--- src/rtl/freq_meter_mc.sv ---
// freq_meter_mc: multi-channel gated frequency meter.
// Counts rising edges on NUM_CH asynchronous inputs over a window of G clk
// cycles. At the end of each window it publishes one saturated count per
// channel, together with a one-cycle valid strobe. It runs either in
// continuous mode (back-to-back windows) or in single-shot mode.
//
// Ports
//   clk        system clock, rising edge
//   reset      asynchronous, active-high reset
//   en         block enable; low aborts the active window
//   mode       0 = continuous, 1 = single-shot (latched at window start)
//   start      single-shot trigger, sampled only in IDLE with mode=1
//   gate_len   window length in clk cycles (0 is treated as 1)
//   sig_in     asynchronous inputs to measure
//   count_out  last published counts, channel k at [k*CNT_W +: CNT_W]
//   valid      one-cycle strobe when count_out/overflow update
//   busy       high while a window is active
//   overflow   per-channel saturation flag of the last published window
//
// state   | meaning
// IDLE    | no window active; waiting for en (and start in single-shot mode)
// MEASURE | window active; timer counts down to 0 on the last window cycle
module freq_meter_mc #(
   parameter int NUM_CH      = 2,
   parameter int CNT_W       = 16,
   parameter int GATE_W      = 16,
   parameter int SYNC_STAGES = 2
) (
   input  logic                    clk,
   input  logic                    reset,
   input  logic                    en,
   input  logic                    mode,
   input  logic                    start,
   input  logic [GATE_W-1:0]       gate_len,
   input  logic [NUM_CH-1:0]       sig_in,
   output logic [NUM_CH*CNT_W-1:0] count_out,
   output logic                    valid,
   output logic                    busy,
   output logic [NUM_CH-1:0]       overflow
);

   localparam logic [0:0] ST_IDLE    = 1'b0;
   localparam logic [0:0] ST_MEASURE = 1'b1;

   // A single flop is never a safe synchronizer, so clamp to two.
   localparam int SS = (SYNC_STAGES < 2) ? 2 : SYNC_STAGES;
   localparam logic [CNT_W-1:0] CNT_MAX = '1;

   logic [SS-1:0][NUM_CH-1:0]    sync_q, sync_d;
   logic [NUM_CH-1:0]            prev_q, prev_d;
   logic [NUM_CH-1:0]            edge_det;

   logic [0:0]                   state_q, state_d;
   logic                         mode_lat_q, mode_lat_d;
   logic [GATE_W-1:0]            timer_q, timer_d;
   logic [NUM_CH-1:0][CNT_W-1:0] cnt_q, cnt_d, cnt_next;
   logic [NUM_CH-1:0]            pend_q, pend_d, pend_next;
   logic [NUM_CH-1:0][CNT_W-1:0] count_q, count_d;
   logic [NUM_CH-1:0]            ovf_q, ovf_d;
   logic                         valid_q, valid_d;
   logic                         start_win;

   // Input path runs every cycle, independent of en and state.
   always_comb begin
      sync_d    = sync_q;
      sync_d[0] = sig_in;
      for (int i = 1; i < SS; i++) begin
         sync_d[i] = sync_q[i-1];
      end
      prev_d   = sync_q[SS-1];
      edge_det = sync_q[SS-1] & ~prev_q;
   end

   // Saturating per-channel increment; an edge lost to saturation is
   // remembered in pend so the published overflow flag reflects it.
   always_comb begin
      cnt_next  = cnt_q;
      pend_next = pend_q;
      for (int k = 0; k < NUM_CH; k++) begin
         if (edge_det[k]) begin
            if (cnt_q[k] == CNT_MAX) begin
               pend_next[k] = 1'b1;
            end else begin
               cnt_next[k] = cnt_q[k] + CNT_W'(1);
            end
         end
      end
   end

   always_comb begin
      state_d    = state_q;
      mode_lat_d = mode_lat_q;
      timer_d    = timer_q;
      cnt_d      = cnt_q;
      pend_d     = pend_q;
      count_d    = count_q;
      ovf_d      = ovf_q;
      valid_d    = 1'b0;
      start_win  = 1'b0;

      case (state_q)
         ST_IDLE: begin
            if (en && (!mode || start)) begin
               start_win = 1'b1;
            end
         end
         ST_MEASURE: begin
            if (!en) begin
               state_d = ST_IDLE;
               cnt_d   = '0;
               pend_d  = '0;
            end else if (timer_q == '0) begin
               count_d = cnt_next;
               ovf_d   = pend_next;
               valid_d = 1'b1;
               cnt_d   = '0;
               pend_d  = '0;
               if (!mode_lat_q) begin
                  start_win = 1'b1;
               end else begin
                  state_d = ST_IDLE;
               end
            end else begin
               cnt_d   = cnt_next;
               pend_d  = pend_next;
               timer_d = timer_q - GATE_W'(1);
            end
         end
         default: begin
            state_d = ST_IDLE;
         end
      endcase

      // Timer holds G-1 so that it reaches zero on the G-th window cycle.
      if (start_win) begin
         state_d    = ST_MEASURE;
         mode_lat_d = mode;
         timer_d    = (gate_len == '0) ? '0 : gate_len - GATE_W'(1);
         cnt_d      = '0;
         pend_d     = '0;
      end
   end

   always_ff @(posedge clk or posedge reset) begin
      if (reset) begin
         sync_q     <= '0;
         prev_q     <= '0;
         state_q    <= ST_IDLE;
         mode_lat_q <= 1'b0;
         timer_q    <= '0;
         cnt_q      <= '0;
         pend_q     <= '0;
         count_q    <= '0;
         ovf_q      <= '0;
         valid_q    <= 1'b0;
      end else begin
         sync_q     <= sync_d;
         prev_q     <= prev_d;
         state_q    <= state_d;
         mode_lat_q <= mode_lat_d;
         timer_q    <= timer_d;
         cnt_q      <= cnt_d;
         pend_q     <= pend_d;
         count_q    <= count_d;
         ovf_q      <= ovf_d;
         valid_q    <= valid_d;
      end
   end

   assign count_out = count_q;
   assign overflow  = ovf_q;
   assign valid     = valid_q;
   assign busy      = (state_q == ST_MEASURE);

endmodule

--- config.mk ---
export PLATFORM = sky130hd
export DESIGN_NAME = freq_meter_mc
export DESIGN_NICKNAME = d
export VERILOG_FILES = /design/src/rtl/freq_meter_mc.sv
export SDC_FILE = /design/constraint.sdc
export NUM_CORES = 1
export LEC_CHECK = 0
export BUFFER_PORTS_ARGS = -buffer_cell sky130_fd_sc_hd__buf_2
export CORE_MARGIN = 1.5
export CORE_UTILIZATION = 60
export DETAILED_ROUTE_END_ITERATION = 8
export GPL_TIMING_DRIVEN = 0
export PLACE_DENSITY = 0.94
export SLEW_MARGIN = 20
export SYNTH_ARGS = -nofsm -noshare
export SYNTH_HDL_FRONTEND = slang
export SYNTH_SLANG_ARGS = --single-unit
--- constraint.sdc ---
create_clock -name clk -period 4.8 [get_ports clk]
set_input_delay 1.2 -clock clk [delete_from_list [all_inputs] [get_ports clk]]
set_output_delay 1.2 -clock clk [all_outputs]
set_load 0.1 [all_outputs]
## Word level (Yosys, flattened, before mapping)

Cells that the tools add are included.
Widths: inputs -> output; s select.

- Flip-flop bits (word level): 93
- Logic and storage cells: 65
- Output and inout port bits: 36
- Bits of input ports: 23

- Add/sub/neg operators: 4
- Eq/ne operators: 3
- Reduce and logical (&&, ||, !) cells: 9
- Bitwise gates (word level): 3
- Multiplexer cells: 33

Operators with widths:

| cell | count |
|---|---|
| $mux 16 | 9 |
| $mux 32 | 4 |
| $add 16x1->16 const B | 2 |
| $eq 16x16->1 const B | 2 |
| $logic_not 16->1 | 2 |
| $sub 16x1->16 const B | 2 |
| $mux 1 | 15 |
| $mux 2 | 4 |
| $reduce_and 3->1 | 2 |
| $reduce_bool 2->1 | 2 |
| $and 2x2->2 | 1 |
| $ne 2x2->1 const B | 1 |
| $not 2->2 | 1 |
| $pmux 1 s2 | 1 |
| $logic_and 1x1->1 | 1 |
| $logic_not 1->1 | 1 |
| $logic_or 1x1->1 | 1 |
| $not 1->1 | 1 |

## Logic depth before layout (Yosys ltp)

- Depth in word-level cells: 7
- Depth in mapped cells: 10

## Worst setup path after synthesis

OpenSTA, ideal clock, no wires.

- Kind: input-to-reg
- Start: input port en
- End: register timer_q[0]
- Arrival: 2.674 ns
- Slack: 1.991 ns
- Stages: 6
- Path buffers: 2
- Cells stage by stage: clkbuf_1 > nand2_1 > or4_1 > o21ai_1 > clkbuf_1 > o21ai_0

- Word-level cells in the longest chain between the ends: 5
- Elaborated cells on any way between the ends: 9
- Those cells by class: eq/ne (1); mux (4); reduce/logical (4)

RTL lines:

| item | line | text |
|---|---|---|
| start, declared | 31 | `input logic en,` |
| $logic_and 1x1->1 | 103 | `if (en && (!mode \|\| start)) begin` |
| $mux 1 | 103 |  |
| $pmux 1 s2 | 101 | `case (state_q)` |
| $ne 2x2->1 (no source line) / $reduce_bool 2->1 (equally long branches) | n/a |  |
| $reduce_and 3->1 (no source line) | n/a |  |
| end signal, assigned | 161 | `timer_q <= timer_d;` |
| end, declared | 55 | `logic [GATE_W-1:0] timer_q, timer_d;` |

Parallel ways exist; a longest one is shown, timed or not.
A chain may end at the register's enable or synchronous reset.

## Final worst setup path

- Start: register timer_q[0]
- End: register cnt_q[12] in the netlist's numbering

- Word-level cells in the longest chain between the ends: 5
- Elaborated cells on any way between the ends: 9
- Those cells by class: mux (7); reduce/logical (2)

RTL lines:

| item | line | text |
|---|---|---|
| $logic_not 16->1 * | 112 | `end else if (timer_q == '0) begin` |
| $mux 1 / $mux 32 (equally long branches) | 112 |  |
| $mux 1 / $mux 32 (equally long branches) | 108 | `if (!en) begin` |
| $pmux 1 s2 / $mux 32 (equally long branches) | 101 |  |
| $mux 32 / $reduce_bool 2->1 (equally long branches) | n/a |  |
| end signal, assigned | 162 | `cnt_q <= cnt_d;` |
| end, declared | 56 | `logic [NUM_CH-1:0][CNT_W-1:0] cnt_q, cnt_d, cnt_next;` |

Mark *: on every way between the ends. The rest lies on a longest branch, timed or not. The select of a mux whose other input is x is not followed.

==> summary by stage <==
Synthesis
The top cell type's share of synthesized area is 0.448. After synthesis, the largest family of logic cells by area is simple AND/OR/NAND/NOR gates. Yosys attributes the largest share of cell area to sky130_fd_sc_hd__dfrtp_1 45%, sky130_fd_sc_hd__xnor2_1 5.9%, sky130_fd_sc_hd__o21ai_0 5.1%. The combined area of all synthesized cells is roughly 5200 um2.

Of the total synthesized cell area, the portion taken by full adders, half adders and majority gates is 0.00962. The cell type with the highest aggregate area in the netlist is sky130_fd_sc_hd__dfrtp_1. The count of warnings emitted by yosys is 0. Of the total synthesized cell area, the portion taken by AND, OR, NAND and NOR gates is 0.232. The sequential-to-total area share from yosys stat is 0.448. Counting instances in the post-synthesis netlist gives the leading cell types as 93 x sky130_fd_sc_hd__dfrtp_1, 55 x sky130_fd_sc_hd__nand2_1, 53 x sky130_fd_sc_hd__o21ai_0. The post-synthesis async set-or-reset flop share is 1.00. In the synthesized netlist the dominant register cell turns out to be sky130_fd_sc_hd__dfrtp_1. The synthesized design contains 0 enable-type register cells. The multiplexer share of the synthesized area is 0.0349. The compound-gate portion of the synthesized area is 0.168.

The net count of the mapped netlist is ~610. The synthesized area per cell is 8.98 um2. The fraction of synthesized cell area in xor and xnor cells is 0.0657. The count of state elements after synthesis is 93.

Synthesis produced 579 cells. Among all cell types in the netlist, the one instantiated most often is sky130_fd_sc_hd__dfrtp_1. The number of different library cells in the post-synthesis netlist is 57.

Timing
The final number of hold-violating endpoints is 0. The total negative slack for setup checks is 0 ns. The setup skew after layout is around 0.011 ns.

Setup violations remaining at the end of the flow were counted as 0. For this run, the top clock speed supported by timing is 329 MHz. Setup repair after global routing left no endpoint under its margin. At the pin with the least slew margin, the transition time is 0.874 ns. Dividing the final minimum period by the clock period gives 0.633.

The post-route minimum period is 3.04 ns. The final-report max-slew violation count came to 0. Headroom to the max-slew limit came out at 0.412.

Cells and area
The finished layout holds 758 standard cells, fillers aside. Compared with the post-synthesis result, the final layout area differs by 12.0%. The count of filler cells inserted in the layout is 593. The antenna cell count is 0. Of the cells placed in the final design, the portion with a size suffix greater than 1 is 0.145. At the end of the flow, the number of nets in the layout was 675.

Critical path
The worst register-to-register path begins at timer_q[0]$_DFFE_PP0P_. In this run the worst path has a maximum fanout of 10. The worst setup path is captured at a flip-flop. The worst endpoint data arrival time is about 3.3 ns. Tracing the worst setup path back leads to its startpoint at timer_q[0]$_DFFE_PP0P_.

For the worst flop-to-flop path, the logic depth is 10. The worst-case register-to-register setup slack is between 1.5 and 2 ns. By startpoint and endpoint, the worst setup path is classified as reg -> reg. The sort of element at the start of the critical path is a flip-flop.

The end of the critical path is cnt_q[12]$_DFFE_PP0P_. The endpoint identified for the worst register-to-register timing path is cnt_q[12]$_DFFE_PP0P_. For the worst setup path, the data required time is 5.03 ns.

Drt
For this run, the detailed router's first-pass iteration total came to 9. The residual antenna-violating net count after detailed routing is 0. The via count is 4769. The routed length per placed instance is around 17 um. The via-per-instance ratio is 6.29. The post-route DRC violation count is 0. The detailed-route wire length is 12.7 mm. The first routing iteration left 440 violations.

CTS
Once the clock tree was built, the resizer swapped 0 gates to a different size. The clock insertion delay at the later pin of the skew report is 0.37 ns. The clock tree from TritonCTS is done. CTS built an H-tree with a depth of 3. The maximum buffer depth of the clock tree is 2. After clock tree synthesis, the clock-pin slew on the worst setup and hold paths is 0.09 ns. The root buffer selected by CTS is sky130_fd_sc_hd__clkbuf_8.

The tree built by TritonCTS fans out to 93 sinks. In this run, CTS created clock tree buffers numbering 9. The count of hold-fix buffers inserted at cts is 0. The number of buffers inserted by post-CTS setup repair is 0.

Power and ir drop
In this run the power density over the cells is about 290 nW/um2. The worst vdd rail ir drop is 0.174 mV. The leakage power total is approximately 2.4 nW.

GRT
The total overflow left after global routing is 0. The first global-routing pass estimated 20.9 mm of wire. The number of antenna violations at the first check in global routing is 0.

In the global route stage, met2 resource usage came out at 0.491. The met1 usage is 0.368. The global-route total usage across every layer is 0.295.

The via count of the first global-routing pass is 4526. The busiest layer in global routing is met2. Entering global routing, the biggest net connects 54 pins.

The met3 track utilization from global routing is 0.0529.

Die
The initialized floorplan defines 33 standard-cell rows. The die outline width is 96.1 um. The placeable core region is between 8000 and 9000 um2. The floorplan step defined a die boundary enclosing 9230 um2. The initial utilization of the core area, before any placement, comes to 0.627. 59 I/O pins were placed. The overall die height is 96.1 um.

Place
The total placed cells including tap cells is about 740. The count of buffers added on input and output ports is 57. The detailed placement HPWL is 9.13 mm. The routability-driven placement congestion ratio is 0.962.

Flow run
Max-cap violations in this run came to 0.

Run status
The flow ran to the end, and the final reports show no timing, DRC or antenna violations.

Worst hold path
The path class of the tightest hold or removal check is reg -> reg.
placed cells by master, fill, tap and decap left out, types with 6 or more instances in the layout:
cell,n
sky130_fd_sc_hd__inv_1,18
sky130_fd_sc_hd__nor2_1,33
sky130_fd_sc_hd__buf_2,63
sky130_fd_sc_hd__a31oi_1,10
sky130_fd_sc_hd__nand2b_1,14
sky130_fd_sc_hd__mux2i_1,17
sky130_fd_sc_hd__dfrtp_1,93
sky130_fd_sc_hd__nor4_1,16
sky130_fd_sc_hd__a21oi_1,42
sky130_fd_sc_hd__nand4_1,11
sky130_fd_sc_hd__nand3_1,26
sky130_fd_sc_hd__nand2_1,55
sky130_fd_sc_hd__clkbuf_8,10
sky130_fd_sc_hd__xnor2_1,35
sky130_fd_sc_hd__nor3_1,19
sky130_fd_sc_hd__and3_1,6
sky130_fd_sc_hd__clkbuf_1,26
sky130_fd_sc_hd__or3_1,11
sky130_fd_sc_hd__o21ai_0,53
report_power, final:
group          switching (mW)  leakage, nW  total [mW]  internal [mW]
Sequential             0.0659         1.25       0.905          0.839
Clock                   0.281       0.0832       0.487          0.206
Combinational           0.179         1.12       0.303          0.125
Total                   0.526         2.45        1.69           1.17
area by class of cell:
class	instances	area [um2]	share of cell area
Clock buffer	12	145	0.0249
Timing Repair Buffer	58	313	0.0537
Sequential cell	93	2330	0.400
Inverter	19	73.8	0.0127
Buffer	33	146	0.0251
Tap cell	105	131	0.0226
Multi-Input combinational cell	434	2660	0.456
Clock inverter	4	32.5	0.00559
registers in the layout, summed over array words and instances (netlist names):
signal / count
prev_d: 2
sync_d: 2
cnt_q: 32
overflow: 2
busy: 1
count_out: 32
mode_lat_q: 1
prev_q: 2
timer_q: 16
valid: 1
pend_q: 2
routing by layer:
metal	vias to the layer above	share of wire
li1	2241	-
met3	46	0.067
met2	220	0.49
met4	0	0.030
met1	2262	0.41
met5	-	0
stage by stage:
step	total power, mW	hold WS, ns	util	area (um2)	worst slack (ns)
2_1_floorplan	1.12	0.331	-	5200	1.18
3_3_place_gp	1.18	0.335	0.677	5620	0.268
3_5_place_dp	1.21	0.336	0.680	5650	1.53
4_1_cts	1.69	0.360	0.702	5820	1.81
5_1_grt	1.76	0.372	0.702	5820	1.59
6_report	1.69	0.361	0.702	5820	1.76
worst max-delay path, cell delays in order (launching register included):
cell and delay [ns]:
sky130_fd_sc_hd__dfrtp_1 0.44, sky130_fd_sc_hd__inv_1 0.09, sky130_fd_sc_hd__ha_1 0.23, sky130_fd_sc_hd__or4b_2 0.59, sky130_fd_sc_hd__nor4_1 0.25, sky130_fd_sc_hd__buf_2 0.28
sky130_fd_sc_hd__nor2_1 0.18, sky130_fd_sc_hd__clkbuf_1 0.27, sky130_fd_sc_hd__clkbuf_1 0.29, sky130_fd_sc_hd__a21oi_1 0.20, sky130_fd_sc_hd__a21oi_1 0.06
worst min-delay path by stage:
| stage | cells after the start | start | slack [ns] | to |
|---|---|---|---|---|
| final | 0 | sync_d[2]$_DFF_PP0_ | 0.36 | prev_d[0]$_DFF_PP0_ |
| after global routing | 0 | sync_d[2]$_DFF_PP0_ | 0.37 | prev_d[0]$_DFF_PP0_ |
| after CTS | 0 | sync_d[2]$_DFF_PP0_ | 0.36 | prev_d[0]$_DFF_PP0_ |
| after detailed placement | 0 | sync_d[3]$_DFF_PP0_ | 0.34 | prev_d[1]$_DFF_PP0_ |
| after global placement | 0 | sync_d[2]$_DFF_PP0_ | 0.33 | prev_d[0]$_DFF_PP0_ |
| after floorplan | 0 | sync_d[2]$_DFF_PP0_ | 0.33 | prev_d[0]$_DFF_PP0_ |
cell families (layout without fill, tap and decap cells):
family,count (synthesis),in the layout
and+or+nand+nor,227,227
AOI/OAI and AO/OA,146,146
DFF,93,93
buffers and inverters,52,126
xor gates and xnor gates,39,39
muxes,18,18
adders and majority gates,4,4
Note: power is estimated with default switching activity, not from simulation.
